===== src/rtl/riscv_fetch_unit.sv =====
// Instruction fetch unit: sequential fetch over a req/ack port, DEPTH-entry prefetch FIFO, redirect flush.
// Optional build macro FETCH_PERF_EN adds decode-transfer and flush performance counters.
module riscv_fetch_unit #(
  parameter int unsigned     XLEN     = 32,
  parameter int unsigned     DEPTH    = 4,
  parameter logic [XLEN-1:0] RESET_PC = {XLEN{1'b0}}
) (
  input  logic            clk,
  input  logic            rst_n,
  output logic            imem_req_o,
  output logic [XLEN-1:0] imem_addr_o,
  input  logic            imem_ack_i,
  input  logic [31:0]     imem_rdata_i,
  input  logic            redirect_i,
  input  logic [XLEN-1:0] redirect_pc_i,
  output logic            inst_valid_o,
  output logic [31:0]     inst_o,
  output logic [XLEN-1:0] inst_pc_o,
  input  logic            inst_ready_i
`ifdef FETCH_PERF_EN
  ,
  output logic [31:0]     perf_fetch_cnt_o,
  output logic [31:0]     perf_flush_cnt_o
`endif
);

  localparam int unsigned AW = $clog2(DEPTH);
  localparam int unsigned CW = AW + 1;

  logic [31:0]     inst_mem_r [DEPTH];
  logic [XLEN-1:0] pc_mem_r   [DEPTH];
  logic [AW-1:0]   wr_ptr_r;
  logic [AW-1:0]   rd_ptr_r;
  logic [CW-1:0]   count_r;
  logic [CW-1:0]   count_nxt_s;
  logic [XLEN-1:0] fetch_pc_r;
  logic [XLEN-1:0] fetch_pc_nxt_s;
  logic [XLEN-1:0] addr_r;
  logic [XLEN-1:0] addr_nxt_s;
  logic [XLEN-1:0] redirect_pc_s;
  logic            req_r;
  logic            req_nxt_s;
  logic            drop_r;
  logic            drop_nxt_s;
  logic            ack_s;
  logic            hold_s;
  logic            push_s;
  logic            pop_s;

  assign redirect_pc_s = redirect_pc_i & ~{{(XLEN-2){1'b0}}, 2'b11};
  assign ack_s         = req_r & imem_ack_i;
  assign hold_s        = req_r & ~imem_ack_i;
  assign push_s        = ack_s & ~drop_r & ~redirect_i;
  assign inst_valid_o  = (count_r != {CW{1'b0}}) & ~redirect_i;
  assign pop_s         = inst_valid_o & inst_ready_i;
  assign imem_req_o    = req_r;
  assign imem_addr_o   = addr_r;
  assign inst_o        = inst_mem_r[rd_ptr_r];
  assign inst_pc_o     = pc_mem_r[rd_ptr_r];

  // Next-state for occupancy, fetch PC, drop flag and the request/address pair.
  always_comb begin
    count_nxt_s    = count_r;
    fetch_pc_nxt_s = fetch_pc_r;
    drop_nxt_s     = drop_r;
    req_nxt_s      = req_r;
    addr_nxt_s     = addr_r;
    if (redirect_i) begin
      count_nxt_s    = {CW{1'b0}};
      fetch_pc_nxt_s = redirect_pc_s;
    end else begin
      if (push_s && !pop_s) begin
        count_nxt_s = count_r + CW'(1);
      end else if (pop_s && !push_s) begin
        count_nxt_s = count_r - CW'(1);
      end else begin
        count_nxt_s = count_r;
      end
      if (push_s) begin
        fetch_pc_nxt_s = fetch_pc_r + XLEN'(4);
      end else begin
        fetch_pc_nxt_s = fetch_pc_r;
      end
    end
    // A redirect that lands on an unacked request must let that request complete and discard it.
    if (ack_s) begin
      drop_nxt_s = 1'b0;
    end else if (redirect_i && hold_s) begin
      drop_nxt_s = 1'b1;
    end else begin
      drop_nxt_s = drop_r;
    end
    if (hold_s) begin
      req_nxt_s  = 1'b1;
      addr_nxt_s = addr_r;
    end else begin
      req_nxt_s  = (count_nxt_s < CW'(DEPTH));
      addr_nxt_s = fetch_pc_nxt_s;
    end
  end

  // Fetch control registers.
  always_ff @(posedge clk or negedge rst_n) begin
    if (!rst_n) begin
      req_r      <= 1'b0;
      addr_r     <= RESET_PC;
      fetch_pc_r <= RESET_PC;
      drop_r     <= 1'b0;
    end else begin
      req_r      <= req_nxt_s;
      addr_r     <= addr_nxt_s;
      fetch_pc_r <= fetch_pc_nxt_s;
      drop_r     <= drop_nxt_s;
    end
  end

  // Prefetch FIFO pointers, occupancy and storage.
  always_ff @(posedge clk or negedge rst_n) begin
    if (!rst_n) begin
      wr_ptr_r <= {AW{1'b0}};
      rd_ptr_r <= {AW{1'b0}};
      count_r  <= {CW{1'b0}};
      for (int unsigned i = 0; i < DEPTH; i++) begin
        inst_mem_r[i] <= 32'h0000_0000;
        pc_mem_r[i]   <= {XLEN{1'b0}};
      end
    end else begin
      count_r <= count_nxt_s;
      if (redirect_i) begin
        wr_ptr_r <= {AW{1'b0}};
        rd_ptr_r <= {AW{1'b0}};
      end else begin
        if (push_s) begin
          inst_mem_r[wr_ptr_r] <= imem_rdata_i;
          pc_mem_r[wr_ptr_r]   <= fetch_pc_r;
          wr_ptr_r             <= wr_ptr_r + AW'(1);
        end
        if (pop_s) begin
          rd_ptr_r <= rd_ptr_r + AW'(1);
        end
      end
    end
  end

`ifdef FETCH_PERF_EN
  // Free-running transfer and flush counters.
  always_ff @(posedge clk or negedge rst_n) begin
    if (!rst_n) begin
      perf_fetch_cnt_o <= 32'h0000_0000;
      perf_flush_cnt_o <= 32'h0000_0000;
    end else begin
      if (pop_s) begin
        perf_fetch_cnt_o <= perf_fetch_cnt_o + 32'd1;
      end
      if (redirect_i) begin
        perf_flush_cnt_o <= perf_flush_cnt_o + 32'd1;
      end
    end
  end
`endif

endmodule


===== config.mk =====
export PLATFORM = sky130hd
export DESIGN_NAME = riscv_fetch_unit
export DESIGN_NICKNAME = d
export VERILOG_FILES = /design/src/rtl/riscv_fetch_unit.sv
export SDC_FILE = /design/constraint.sdc
export NUM_CORES = 1
export LEC_CHECK = 0
export BUFFER_PORTS_ARGS = -buffer_cell sky130_fd_sc_hd__clkbuf_2
export CAP_MARGIN = 20
export CORE_AREA = 2 2 198 200
export DETAILED_ROUTE_END_ITERATION = 16
export DIE_AREA = 0 0 200 202
export PLACE_DENSITY = 0.55
export SYNTH_ARGS = -nofsm -noshare
export SYNTH_HDL_FRONTEND = slang
export SYNTH_SLANG_ARGS = --single-unit
export TNS_END_PERCENT = 10

===== constraint.sdc =====
create_clock -name clk -period 6.59 [get_ports clk]
set_input_delay 0.659 -clock clk [delete_from_list [all_inputs] [get_ports clk]]
set_output_delay 0.659 -clock clk [all_outputs]
set_load 0.05 [all_outputs]

; After elaboration in Yosys (flattened, before gate mapping)
; Cells that the tools add are included.
[classes]
n_lt_le_gt_ge = 4
muxes = 22
add_sub_neg = 5
n_reduce_logical = 11
bitwise = 11
[ops]
columns = op, count
row1 = $bwmux W128, 2
row2 = $mux W32, 7
row3 = $bmux W32 S2, 2
row4 = $demux W32 S2, 1
row5 = $add A32 B3 Y32 const B, 1
row6 = $mux W3, 3
row7 = $mux W2, 4
row8 = $and A1 B1 Y1, 6
row9 = $ge A3 B3 Y1 const B, 2
row10 = $not A2 Y3, 2
row11 = $reduce_bool A2 Y1, 3
row12 = $add A2 B1 Y2 const B, 2
row13 = $logic_and A1 B1 Y1, 4
row14 = $add A3 B1 Y3 const B, 1
row15 = $lt A3 B1 Y1 const B, 1
row16 = $lt A3 B3 Y1 const B, 1
row17 = $mux W1, 3
row18 = $not A1 Y1, 3
row19 = $reduce_bool A3 Y1, 1
row20 = $sub A3 B1 Y3 const B, 1
row21 = $logic_not A1 Y1, 2
row22 = $reduce_and A2 Y1, 1
[word_totals]
elab_cells = 68
ff_bits = 329

; Depth between registers and ports, before layout
[logic_depth]
word_depth = 10
mapped_depth = 8
ltp_nobuf = 7

; Least setup slack after synthesis
; OpenSTA, ideal clock, no wires.
[synth_timing]
path_kind = in2out
from = input redirect_i
to = output inst_valid_o
setup_slack_ns = 3.760
required_time_ns = 5.931
t_arrival_ns = 2.171
cell_stages = 5
cell_sequence = buf_2 > clkbuf_1 > clkbuf_1 > clkbuf_1 > a21oi_1
[synth_via]
elab_chain_len = 2
[synth_rtl]
columns = item, line
row1 = start: declaration, 14  ; input logic redirect_i,
row2 = $not A1 Y1 (no line), --
row3 = $and A1 B1 Y1, 54  ; assign inst_valid_o = (count_r != {CW{1'b0}}) & ~redirect_i;
row4 = end: declaration, 16  ; output logic inst_valid_o,
; No other way between the ends.

; Worst setup path after layout
[layout_timing]
from = register rd_ptr_r[1]
to = output inst_o[18]
[layout_via]
elab_chain_len = 4
[layout_rtl]
columns = item, line
row1 = start: declaration, 33  ; logic [AW-1:0] rd_ptr_r;
row2 = start signal: assignment, 121  ; rd_ptr_r <= {AW{1'b0}};
row3 = start signal: assignment, 131  ; rd_ptr_r <= {AW{1'b0}};
row4 = start signal: assignment, 139  ; rd_ptr_r <= rd_ptr_r + AW'(1);
row5 = $not A2 Y3 (implied by the code), 58  ; assign inst_o = inst_mem_r[rd_ptr_r];
row6 = $bmux W32 S2, 58
row7 = $mux W32 (implied by the code) (2 in series), 58
row8 = end: declaration, 17  ; output logic [31:0] inst_o,
; No other way between the ends. The select of a mux whose other input is x is not followed.

==> out/summary.json <==
{
  "status": {"value": "complete, no violations"},
  "insertion_delay": {"value": 0.55, "unit": "ns"},
  "numPlacedInstances": {"value": 1621},
  "syn_area": {"value": 14700, "unit": "µm²"},
  "antenna_found_initial": {"value": 2},
  "synth_unique_cells": {"value": 46},
  "dominantRegCellSynth": {"value": "sky130_fd_sc_hd__dfrtp_1"},
  "core_area": {"value": 38300, "unit": "µm²"},
  "timing.critical_path.fanout_max": {"value": 43},
  "hold_class": {"value": "primary input to async pin"},
  "clock_tree_buf_depth": {"value": 3},
  "ff2ff_path_depth": {"value": 5},
  "static-leakage-power": {"value": 7.99, "unit": "nW"},
  "vias_per_cell": {"value": 5.19},
  "intPower": {"value": 0.00507, "unit": "W"},
  "grt_use_total": {"value": 17.4, "unit": "%"},
  "use_met3": {"value": 4.86, "unit": "%"},
  "synth-warning-count": {"value": 0},
  "first_pass_iteration_count_of_the_detailed_router": {"value": 4},
  "syn_inst": {"value": 1004},
  "synth-seq-cells": {"value": 329},
  "clock_sink_count": {"value": 329},
  "cp_class": {"value": "register to output pin"},
  "via_count_of_the_first_global_routing_pass": {"value": 9255},
  "max_cap_viol_count": {"value": 0},
  "wire_length_of_the_first_global_routing_pass": {"value": 53600, "unit": "µm"},
  "powerDensity": {"value": 464, "unit": "nW/µm²"},
  "drt.antenna.violating_nets": {"value": 0},
  "yosys.area_share.adder": {"value": 0.681, "unit": "%"},
  "mostFrequentLayoutCell": {"value": "sky130_fd_sc_hd__dfrtp_1"},
  "clkPwrFrac": {"value": 26.5, "unit": "%"},
  "postCtsSetupRepairBufs": {"value": 0},
  "report.final.hold_viol_count": {"value": 0},
  "tritoncts.num_buffers": {"value": 38},
  "synth.mux.area_fraction": {"value": 30.8, "unit": "%"},
  "clock_tree.root_cell": {"value": "sky130_fd_sc_hd__clkbuf_16"},
  "pin_count": {"value": 167},
  "buffer_ports.inserted": {"value": 164},
  "drive_gt1_share": {"value": 50.1, "unit": "%"},
  "dr.first_iter.drc_count": {"value": 368},
  "grt_setup_unrepaired": {"value": "false"},
  "final_min_period_over_clock_period": {"value": 50.5, "unit": "%"},
  "post_cts.resized_instances": {"value": 0},
  "combPwrFrac": {"value": 36.0, "unit": "%"},
  "filler_cell_count": {"value": 3498},
  "setup-violations-final": {"value": 0},
  "finalNetCount": {"value": 1221},
  "largest_family_of_logic_cells_by_synthesized_area": {"value": "multiplexers"},
  "sw_frac_of_total": {"value": 36.9, "unit": "%"},
  "critPathCaptureType": {"value": "output pin"},
  "critical-path-slowest-cell": {"value": "sky130_fd_sc_hd__dfrtp_4"},
  "min_period": {"value": 3.33, "unit": "ns"},
  "dp_hpwl": {"value": 20800, "unit": "µm"},
  "fmaxAchievable": {"value": 300, "unit": "MHz"},
  "worst_ep_arrival_time": {"value": 2.67, "unit": "ns"},
  "area_delta_synth_final": {"value": 17.8, "unit": "%"},
  "synthArstFlopShare": {"value": 100, "unit": "%"},
  "detail_route.wl_per_cell": {"value": 20.1, "unit": "µm"},
  "gr-usage-met1": {"value": 23.9, "unit": "%"},
  "syn_nets": {"value": 1081},
  "start_util": {"value": 38.4, "unit": "%"},
  "final-instance-count-excl-fill": {"value": 1691},
  "cts_hold_repair.buffers": {"value": 0},
  "yosys.area_share.xor_xnor": {"value": 1.78, "unit": "%"},
  "power.ir.vdd_worst": {"value": 0.212, "unit": "mV"},
  "report.power.total": {"value": 0.00803, "unit": "W"},
  "globalRoute.busiestLayer": {"value": "met2"},
  "mostFrequentLayoutCells": {"value": "327 x sky130_fd_sc_hd__dfrtp_1, 270 x sky130_fd_sc_hd__mux2_2, 162 x sky130_fd_sc_hd__clkbuf_2, 64 x sky130_fd_sc_hd__mux4_2, 57 x sky130_fd_sc_hd__nand2_1"},
  "yosys.area_share.simple": {"value": 5.52, "unit": "%"},
  "final.hold.worst_slack": {"value": 0.167, "unit": "ns"},
  "crit_path_start_kind": {"value": "register"},
  "groute.layer.met2.usage": {"value": 26.9, "unit": "%"},
  "synth_compound_gate_area_share": {"value": 2.75, "unit": "%"},
  "die_area": {"value": 40400, "unit": "µm²"},
  "syn_area_per_cell": {"value": 14.6, "unit": "µm²"},
  "yosysSeqAreaShare": {"value": 56.0, "unit": "%"},
  "report.final.slew_viol_count": {"value": 0},
  "die-width": {"value": 200, "unit": "µm"},
  "wirelength": {"value": 34000, "unit": "µm"},
  "grt_remaining_overflow": {"value": 0},
  "cts_htree_levels": {"value": 2},
  "grt_max_degree": {"value": 174},
  "critical_path_required": {"value": 5.93, "unit": "ns"},
  "power.share.sequential": {"value": 37.5, "unit": "%"},
  "routabilityCongestion": {"value": 0.712},
  "worst-slew-pin-transition": {"value": 1.05, "unit": "ns"},
  "cp_cell_sequence": {"value": "buf_4 > mux4_2 > clkbuf_2"},
  "post_synth_edffs": {"value": 0},
  "worst_slew_margin_rel": {"value": 29.7, "unit": "%"},
  "max_stage_delay": {"value": 0.71, "unit": "ns"},
  "die_h": {"value": 202, "unit": "µm"},
  "p_switching": {"value": 0.00296, "unit": "W"},
  "vias": {"value": 8772},
  "clock_pin_transition_on_the_worst_setup_and_hold_timing_paths": {"value": 0.06, "unit": "ns"},
  "detail_route.drc_violations": {"value": 0},
  "timing.setup.tns": {"value": 0, "unit": "ns"},
  "tritoncts": {"value": "built"},
  "finalClockSkew": {"value": 0.0242, "unit": "ns"},
  "core.rowCount": {"value": 72}
}
## final cells by class
cell class | instances | area [µm²] | area share (%)
Antenna cell | 2 | 5.00 | 0.0289
Sequential cell | 329 | 8240 | 47.6
Clock buffer | 60 | 1190 | 6.86
Multi-Input combinational cell | 588 | 6140 | 35.5
Clock inverter | 7 | 85.1 | 0.492
Tap cell | 518 | 648 | 3.74
Timing Repair Buffer | 179 | 976 | 5.64
Inverter | 8 | 30.0 | 0.173
## final timing paths
| kind | startpoint | endpoint | slack (ns) |
|---|---|---|---|
| worst max-delay path | rd_ptr_r[1] | inst_o[18] | 3.26 |
| worst min-delay path | rst_n | inst_mem_r[83] | 0.17 |
| worst max register to register | drop_r | inst_mem_r[66] | 3.62 |
| worst min register to register | imem_addr_o[1] | imem_addr_o[1] | 0.47 |
| max in group asynchronous | rst_n | rd_ptr_r[0] | 4.87 |
| min in group clk | redirect_pc_i[8] | fetch_pc_r[8] | 0.35 |
## cell families (layout without fill, tap and decap cells)
family | Yosys count | after routing
flip-flops | 329 | 329
multiplexers | 338 | 338
AND/OR/NAND/NOR | 152 | 152
adder cells (fa/ha/maj) | 8 | 8
AO/OA/AOI/OAI | 61 | 61
buffers and inverters | 87 | 254
other | 0 | 2
XOR/XNOR | 29 | 29
## cells in the mapped netlist, types with 7 or more instances
library cell | number | share of area [%]
sky130_fd_sc_hd__mux4_2 | 64 | 9.8
sky130_fd_sc_hd__inv_1 | 8 | 0.20
sky130_fd_sc_hd__a21oi_1 | 10 | 0.34
sky130_fd_sc_hd__buf_2 | 27 | 0.92
sky130_fd_sc_hd__xor2_1 | 11 | 0.66
sky130_fd_sc_hd__and3_1 | 15 | 0.64
sky130_fd_sc_hd__mux2_2 | 270 | 21
sky130_fd_sc_hd__dfrtp_1 | 329 | 56
sky130_fd_sc_hd__nand4_1 | 18 | 0.77
sky130_fd_sc_hd__nor2_1 | 10 | 0.26
sky130_fd_sc_hd__clkbuf_1 | 43 | 1.1
sky130_fd_sc_hd__buf_1 | 7 | 0.18
sky130_fd_sc_hd__nand2_1 | 61 | 1.6
sky130_fd_sc_hd__o21ai_0 | 26 | 0.89
sky130_fd_sc_hd__xnor2_1 | 17 | 1.0
sky130_fd_sc_hd__nand3_1 | 8 | 0.27
sky130_fd_sc_hd__ha_1 | 8 | 0.68
sky130_fd_sc_hd__a221o_1 | 9 | 0.61
sky130_fd_sc_hd__nor2b_1 | 7 | 0.30
## per-stage QoR
step	cell area [µm²]	setup slack [ns]	util (%)
final	17300	3.26	45.2
after global routing	17300	3.13	45.2
after CTS	17300	2.68	45.1
after detailed placement	16000	3.28	41.8
after global placement	16000	3.28	41.8
after floorplan	14700	3.76	-
## critical path, delay by kind of cell (launching register included)
kind,cells,cell delay (ns)
flops,1,0.71
buf+inv,2,0.95
mux,1,0.43
## power by group through the flow
stage	clock network [W]	logic, W	registers [W]
6_report	0.00213	0.00289	0.00301
5_1_grt	0.00229	0.00307	0.00310
4_1_cts	0.00221	0.00290	0.00305
3_5_place_dp	0	0.00289	0.00308
3_3_place_gp	0	0.00286	0.00306
2_1_floorplan	0	0.00221	0.00306
## routing by layer
layer | vias up | share of wire, %
li1 | 3977 | -
met1 | 4580 | 46
met2 | 166 | 46
met5 | - | 0.047
met3 | 47 | 6.6
met4 | 2 | 2.0
## sequential cells by signal, indices dropped and copies added, names as in the netlist
register,cells
inst_mem_r,128
pc_mem_r,128
fetch_pc_r,32
imem_addr_o,32
count_r,3
rd_ptr_r,2
wr_ptr_r,2
drop_r,1
imem_req_o,1
(Power assumes the default switching activity.)
